[config.mk]
export PLATFORM = sky130hd
export DESIGN_NAME = mmul_seq_ctrl
export DESIGN_NICKNAME = d
export VERILOG_FILES = /design/src/rtl/mmul_pkg.sv /design/src/rtl/mmul_beat_counter.sv /design/src/rtl/mmul_seq_ctrl.sv
export SDC_FILE = /design/constraint.sdc
export NUM_CORES = 1
export LEC_CHECK = 0
export ABC_AREA = 1
export CAP_MARGIN = 40
export CORE_ASPECT_RATIO = 0.6
export CORE_MARGIN = 4
export CORE_UTILIZATION = 45
export CTS_BUF_LIST = sky130_fd_sc_hd__clkbuf_2
export CTS_CLUSTER_SIZE = 8
export DETAILED_ROUTE_END_ITERATION = 8
export GPL_TIMING_DRIVEN = 0
export MAX_ROUTING_LAYER = met4
export PLACE_DENSITY_LB_ADDON = 0.15
export SETUP_SLACK_MARGIN = 0.3
export SLEW_MARGIN = 15
export SYNTH_ARGS = -nofsm -noshare
export SYNTH_HDL_FRONTEND = slang
export SYNTH_SLANG_ARGS = --single-unit
[constraint.sdc]
create_clock -name clk -period 4.35 [get_ports clk]
set_input_delay 0.87 -clock clk [delete_from_list [all_inputs] [get_ports clk]]
set_output_delay 0.87 -clock clk [all_outputs]
set_load 0.02 [all_outputs]
[src/rtl/mmul_pkg.sv]
// mmul_pkg: shared state encoding and default geometry for the matrix-multiply sequencer
package mmul_pkg;
  typedef enum logic [2:0] {IDLE, LOAD_W, STREAM, FLUSH, DRAIN} mmul_state_t;
  localparam int MMUL_N = 4;
  localparam int MMUL_DATA_WIDTH = 8;
  localparam int MMUL_ROW_W = 16;
  // zero beats needed to drain the skew and deskew pipelines of an n-wide array
  function automatic int flush_beats_default(input int n);
    return 2 * n - 1;
  endfunction
endpackage

[src/rtl/mmul_beat_counter.sv]
// mmul_beat_counter: saturating handshake counter with a target-reached flag
module mmul_beat_counter #(
  parameter int W = 8
) (
  input  logic         clk,
  input  logic         reset,
  input  logic         clr,
  input  logic         inc,
  input  logic [W-1:0] target,
  output logic         hit
);
  logic [W-1:0] count;
  logic at_tgt;
  // hit includes the beat being accepted this cycle so the owner can act on it with zero latency
  assign at_tgt = count == target;
  assign hit = at_tgt || (inc && count == target - 1'b1);
  always_ff @(posedge clk or posedge reset) begin
    if (reset) count <= '0;
    else if (clr) count <= '0;
    else if (inc && !at_tgt) count <= count + 1'b1;
  end
endmodule

[src/rtl/mmul_seq_ctrl.sv]
// mmul_seq_ctrl: per-job weight load, activation stream and zero flush in front of the systolic array
// Optional watchdog with sticky timeout_err enabled by defining MMUL_SEQ_TIMEOUT_EN.
module mmul_seq_ctrl
  import mmul_pkg::*;
#(
  parameter int N = MMUL_N,
  parameter int DATA_WIDTH = MMUL_DATA_WIDTH,
  parameter int ROW_W = MMUL_ROW_W,
  parameter int FLUSH_BEATS = flush_beats_default(N)
`ifdef MMUL_SEQ_TIMEOUT_EN
  ,
  parameter int TIMEOUT_CYC = 1024
`endif
) (
  input  logic                    clk,
  input  logic                    reset,
  input  logic                    cmd_valid,
  output logic                    cmd_ready,
  input  logic [ROW_W-1:0]        cmd_rows,
  input  logic [N*DATA_WIDTH-1:0] host_tdata,
  input  logic                    host_tvalid,
  output logic                    host_tready,
  output logic [N*DATA_WIDTH-1:0] arr_tdata,
  output logic                    arr_tvalid,
  input  logic                    arr_tready,
  output logic                    load_weight,
  input  logic                    mon_tvalid,
  input  logic                    mon_tready,
  output logic                    busy,
  output logic                    done
`ifdef MMUL_SEQ_TIMEOUT_EN
  ,
  output logic                    timeout_err
`endif
);
  localparam int CW = ROW_W + 2;
  mmul_state_t state;
  logic [ROW_W-1:0] m_q;
  logic pass, cmd_fire, in_beat, out_beat, in_hit, out_hit, in_next;
  logic [CW-1:0] in_tgt, out_tgt;
  always_comb begin
    pass = state == LOAD_W || state == STREAM;
    cmd_ready = state == IDLE;
    busy = state != IDLE;
    load_weight = state == LOAD_W;
    arr_tdata = pass ? host_tdata : '0;
    arr_tvalid = pass ? host_tvalid : state == FLUSH;
    host_tready = pass && arr_tready;
    cmd_fire = cmd_valid && cmd_ready;
    in_beat = arr_tvalid && arr_tready;
    out_beat = busy && mon_tvalid && mon_tready;
    in_tgt = state == LOAD_W ? CW'(N) : state == STREAM ? CW'(m_q) : CW'(FLUSH_BEATS);
    out_tgt = CW'(N) + CW'(m_q) + CW'(FLUSH_BEATS);
    in_next = in_beat && in_hit;
    done = state == DRAIN && out_hit;
  end
  // one input counter is reused per phase; it is cleared on every phase change
  mmul_beat_counter #(.W(CW)) u_in_cnt (
    .clk    (clk),
    .reset  (reset),
    .clr    (cmd_fire || in_next),
    .inc    (in_beat),
    .target (in_tgt),
    .hit    (in_hit)
  );
  mmul_beat_counter #(.W(CW)) u_out_cnt (
    .clk    (clk),
    .reset  (reset),
    .clr    (cmd_fire),
    .inc    (out_beat),
    .target (out_tgt),
    .hit    (out_hit)
  );
`ifdef MMUL_SEQ_TIMEOUT_EN
  localparam int TW = $clog2(TIMEOUT_CYC + 1);
  logic to_hit, to_fire;
  mmul_beat_counter #(.W(TW)) u_to_cnt (
    .clk    (clk),
    .reset  (reset),
    .clr    (!busy || in_beat || out_beat),
    .inc    (busy && !in_beat && !out_beat),
    .target (TW'(TIMEOUT_CYC)),
    .hit    (to_hit)
  );
  // a job that completes in the same cycle the watchdog expires is reported as done
  assign to_fire = to_hit && !done;
`endif
  always_ff @(posedge clk or posedge reset) begin
    if (reset) begin
      state <= IDLE;
      m_q <= '0;
`ifdef MMUL_SEQ_TIMEOUT_EN
      timeout_err <= 1'b0;
`endif
    end else begin
      case (state)
        IDLE: if (cmd_fire) begin
          m_q <= cmd_rows;
          state <= LOAD_W;
        end
        LOAD_W: if (in_next) state <= m_q == '0 ? FLUSH : STREAM;
        STREAM: if (in_next) state <= FLUSH;
        FLUSH: if (in_next) state <= DRAIN;
        DRAIN: if (done) state <= IDLE;
        default: state <= IDLE;
      endcase
`ifdef MMUL_SEQ_TIMEOUT_EN
      if (to_fire) begin
        state <= IDLE;
        timeout_err <= 1'b1;
      end
`endif
    end
  end
endmodule

==> metrics.md <==
| Metric | Value |
|---|---|
| Die area | `15600 µm²` |
| CTS buffer count | `5` |
| Synth Register Bits | `55` |
| Final Wtd Congestion | `1.04` |
| Antenna violations before repair | `0` |
| Synth warn | `0` |
| Netlist cell types | `51` |
| Number of DRC markers in iteration 0 | `912` |
| Outcome | `complete, no violations` |
| Slew @ Worst Pin | `0.827 ns` |
| Nets@finish | `1180` |
| CTS tree | `yes` |
| Slew headroom | `44.5%` |
| NetSw | `3.57 mW` |
| Reg area | `1380 µm²` |
| Net Sw Frac | `59.2%` |
| Met2 wire length | `8240 µm` |
| Synthesized Nets | `1061` |
| Area of the multi-input gates | `4510 µm²` |
| CP required | `3.48 ns` |
| Initial DRT Pass Iterations | `5` |
| Synthesized area per cell | `6.14 µm²` |
| Cells after Synth | `1000` |
| Largest net degree at the start of global routing | `56` |
| Final wirelength | `22500 µm` |
| Fill cell count | `1258` |
| WL/cell | `17.4 µm` |
| Cell Count, Final, Fillers Out | `1290` |
| FP Rows | `32` |
| CTS Hold Bufs | `0` |
| Sequential cell area fraction in the yosys report | `22.4%` |
| Global-route wire length before repair | `33500 µm` |
| Tmin final | `3.99 ns` |
| WL met3 | `2960 µm` |
| CTS clk-pin slew, worst paths | `0.33 ns` |
| DP Wirelength | `17500 µm` |
| Cell count after placement | `1262` |
| Area Growth Syn to Fin | `30.7%` |
| Top Layer Used | `met4` |
| Number of buffers added on ports | `92` |
| Worst vdd ir | `0.000336 V` |
| Pins over their slew limit | `0` |
| Fmax | `250 MHz` |
| Sequential power share | `15.0%` |
| Share of layout cells above drive strength 1 | `17.8%` |
| Type of origin of the critical path | `flop` |
| Clock Latency Late Sink | `0.53 ns` |
| Cell Int Power | `2.47 mW` |
| Mean number of vias per cell | `5.54` |
| CTS Sinks | `55` |
| Initial Utilization | `46.9%` |
| Mapped cell area | `6140 µm²` |
| Grt total ovfl | `0` |
| Die span in x | `159 µm` |
| Clock power share | `5.9%` |
| Root Buffer | `clkbuf_2` |
| RSZ-0062 raised after global routing | `false` |
| Core Region | `13100 µm²` |
| Tcrit/Tclk final | `91.8%` |
| WP data arrival | `3.12 ns` |
| Fin. Hold Viols | `0` |
| Worst setup path class | `flop to primary output` |
| Leakage | `3.65 nW` |
| Die H | `98.5 µm` |
| Crit-path max FO | `5` |
| Remaining antenna violation count | `0` |
| Clk buf depth | `2` |
| Ports | `93` |
| GRT Total Usage | `27.5%` |
| # setup viols final | `0` |
| Remaining DRCs | `0` |
| Ant. Diodes | `0` |
| Met1 WL | `11200 µm` |
| Worst setup EP type | `primary output` |
| P per Cell Area | `753 nW/µm²` |
| Hold slack | `0.623 ns` |
| Vias in the first global route | `6186` |
| Hold WC Path Type | `flop to flop` |
| Logic gate share of total power | `79.1%` |
| Setup Skew | `0.0443 ns` |
| H-tree Lvls | `2` |
| Total vias in the final route | `7145` |
| Max Cap Viol | `0` |
==> layout make-up <==
class / count / share of cell area (%)
multi-input combinational: 773 / 56.1
buffer: 23 / 2.01
timing repair buffer: 110 / 13.5
tap: 170 / 2.65
clock buffer: 5 / 0.312
clock inverter: 3 / 0.842
inverter: 151 / 7.28
sequential: 55 / 17.2
==> layer usage <==
| metal | track usage [%] | vias up |
|---|---|---|
| li1 | - | 3444 |
| met1 | 44.4 | 3296 |
| met2 | 32.4 | 398 |
| met3 | 9.19 | 7 |
| met4 | 2.73 | 0 |
| met5 | - | - |
==> power by group through the flow <==
stage	registers, mW	logic [mW]	clock network (mW)
CTS	0.869	4.01	0.366
floorplan	0.824	2.81	0
global placement	0.884	3.89	0
global route	0.930	5.18	0.386
detailed placement	0.884	3.92	0
finish	0.906	4.78	0.355
==> layout by cell type (no fill, tap or decap), types with 9 or more instances in the layout <==
cell type        netlist  layout
nor2_1               157     142
o21ai_0               23      21
nand4_1               27      27
nor2_2                10      12
nor2_4                 3      16
inv_1                141     133
o21ai_2               16      16
xor2_1                43      41
clkdlybuf4s50_1        0      91
nand2_4                5      15
nand2_1              249     216
dfrtp_1               55      49
nand3b_1               9       9
o22ai_2               10      10
nand3_2                4      10
buf_4                  7      19
nand3_1              109      98
nand2_2                6      27
a21oi_1               28      27
nor3_1                20      17
==> worst paths after layout <==
kind,from,endpoint,slack (ns),depth (start not counted)
hold / removal,u_out_cnt.count[16]$_DFFE_PP0P_,u_out_cnt.count[16]$_DFFE_PP0P_,0.62,3
min in group asynchronous,reset,m_q[7]$_DFFE_PP0P_,0.77,2
hold reg to reg,u_out_cnt.count[16]$_DFFE_PP0P_,u_out_cnt.count[16]$_DFFE_PP0P_,0.62,3
setup reg to reg,state[2]$_DFFE_PP0P_,u_in_cnt.count[5]$_DFFE_PP0P_,0.78,21
setup / recovery,m_q[1]$_DFFE_PP0P_,done,0.36,16
max in group asynchronous,reset,m_q[6]$_DFFE_PP0P_,3.03,2
==> logic make-up (layout without fill, tap and decap cells) <==
| family | after synthesis | after routing | share of synthesized area (%) |
|---|---|---|---|
| compound gates | 98 | 98 | 11.2 |
| fa+ha+maj | 6 | 6 | 1.22 |
| flops | 55 | 55 | 22.4 |
| buf+inv | 174 | 292 | 11.6 |
| xor+xnor | 51 | 51 | 7.62 |
| simple gates | 616 | 618 | 45.9 |
==> metrics by stage <==
step	worst slack [ns]	setup TNS [ns]	power (mW)	area [µm²]	utilization, %
global placement	-0.0792	-0.0792	4.77	7280	55.6
finish	0.356	0	6.04	8030	61.3
global route	0.214	0	6.50	8030	61.3
detailed placement	-0.123	-0.123	4.80	7280	55.6
CTS	0.302	0	5.24	7420	56.7
floorplan	0.879	0	3.64	6140	-
==> cells in the mapped netlist (all sizes together) <==
| library cell | count | share of area, % |
|---|---|---|
| o31ai | 1 | 0.12 |
| dfrtp | 55 | 22 |
| a21oi | 29 | 2.4 |
| or2 | 2 | 0.20 |
| ha | 6 | 1.2 |
| o211ai | 5 | 0.77 |
| inv | 148 | 9.1 |
| o41ai | 1 | 0.14 |
| xor2 | 44 | 6.4 |
| buf | 18 | 2.1 |
| o21bai | 2 | 0.24 |
| nand4 | 30 | 3.6 |
| o21a | 1 | 0.12 |
| a31oi | 1 | 0.10 |
| and2 | 1 | 0.10 |
| clkbuf | 5 | 0.31 |
| o21ai | 43 | 4.5 |
| nor2 | 171 | 11 |
| nor3 | 21 | 1.8 |
| nand3 | 114 | 9.8 |
| xnor2 | 6 | 0.86 |
| nand2 | 261 | 17 |
| nand3b | 9 | 1.1 |
| o22ai | 13 | 2.3 |
| a21boi | 2 | 0.43 |
| nor4 | 7 | 0.71 |
| clkinv | 3 | 0.18 |
| xnor3 | 1 | 0.37 |
==> timing repair <==
| action | CTS | global route |
|---|---|---|
| endpoints found under the setup margin | 1 | 1 |
| buffers inserted | 2 | 16 |
| gates cloned | 0 | 2 |
| pin swaps | 0 | 39 |
| gates resized for setup | 19 | 118 |
==> state kept, by name, indices dropped and copies added, names as in the netlist <==
signal           count
u_out_cnt.count     18
m_q                 16
u_in_cnt.count      18
state                3
==> worst max-delay path: stages (launching register included) <==
cell and delay (ns):
dfrtp_1 0.50, buf_4 0.15, buf_6 0.12, nand2_8 0.09
nand3_4 0.15, nand4_1 0.15, nand2_2 0.11, nor2_4 0.21
nand3_4 0.13, nand2_2 0.09, o21ai_1 0.07, a21oi_1 0.19
nand3_1 0.10, nor2_1 0.13, nand3_1 0.11, a21boi_2 0.18
buf_6 0.14
Power figures use the tool's default switching activity.
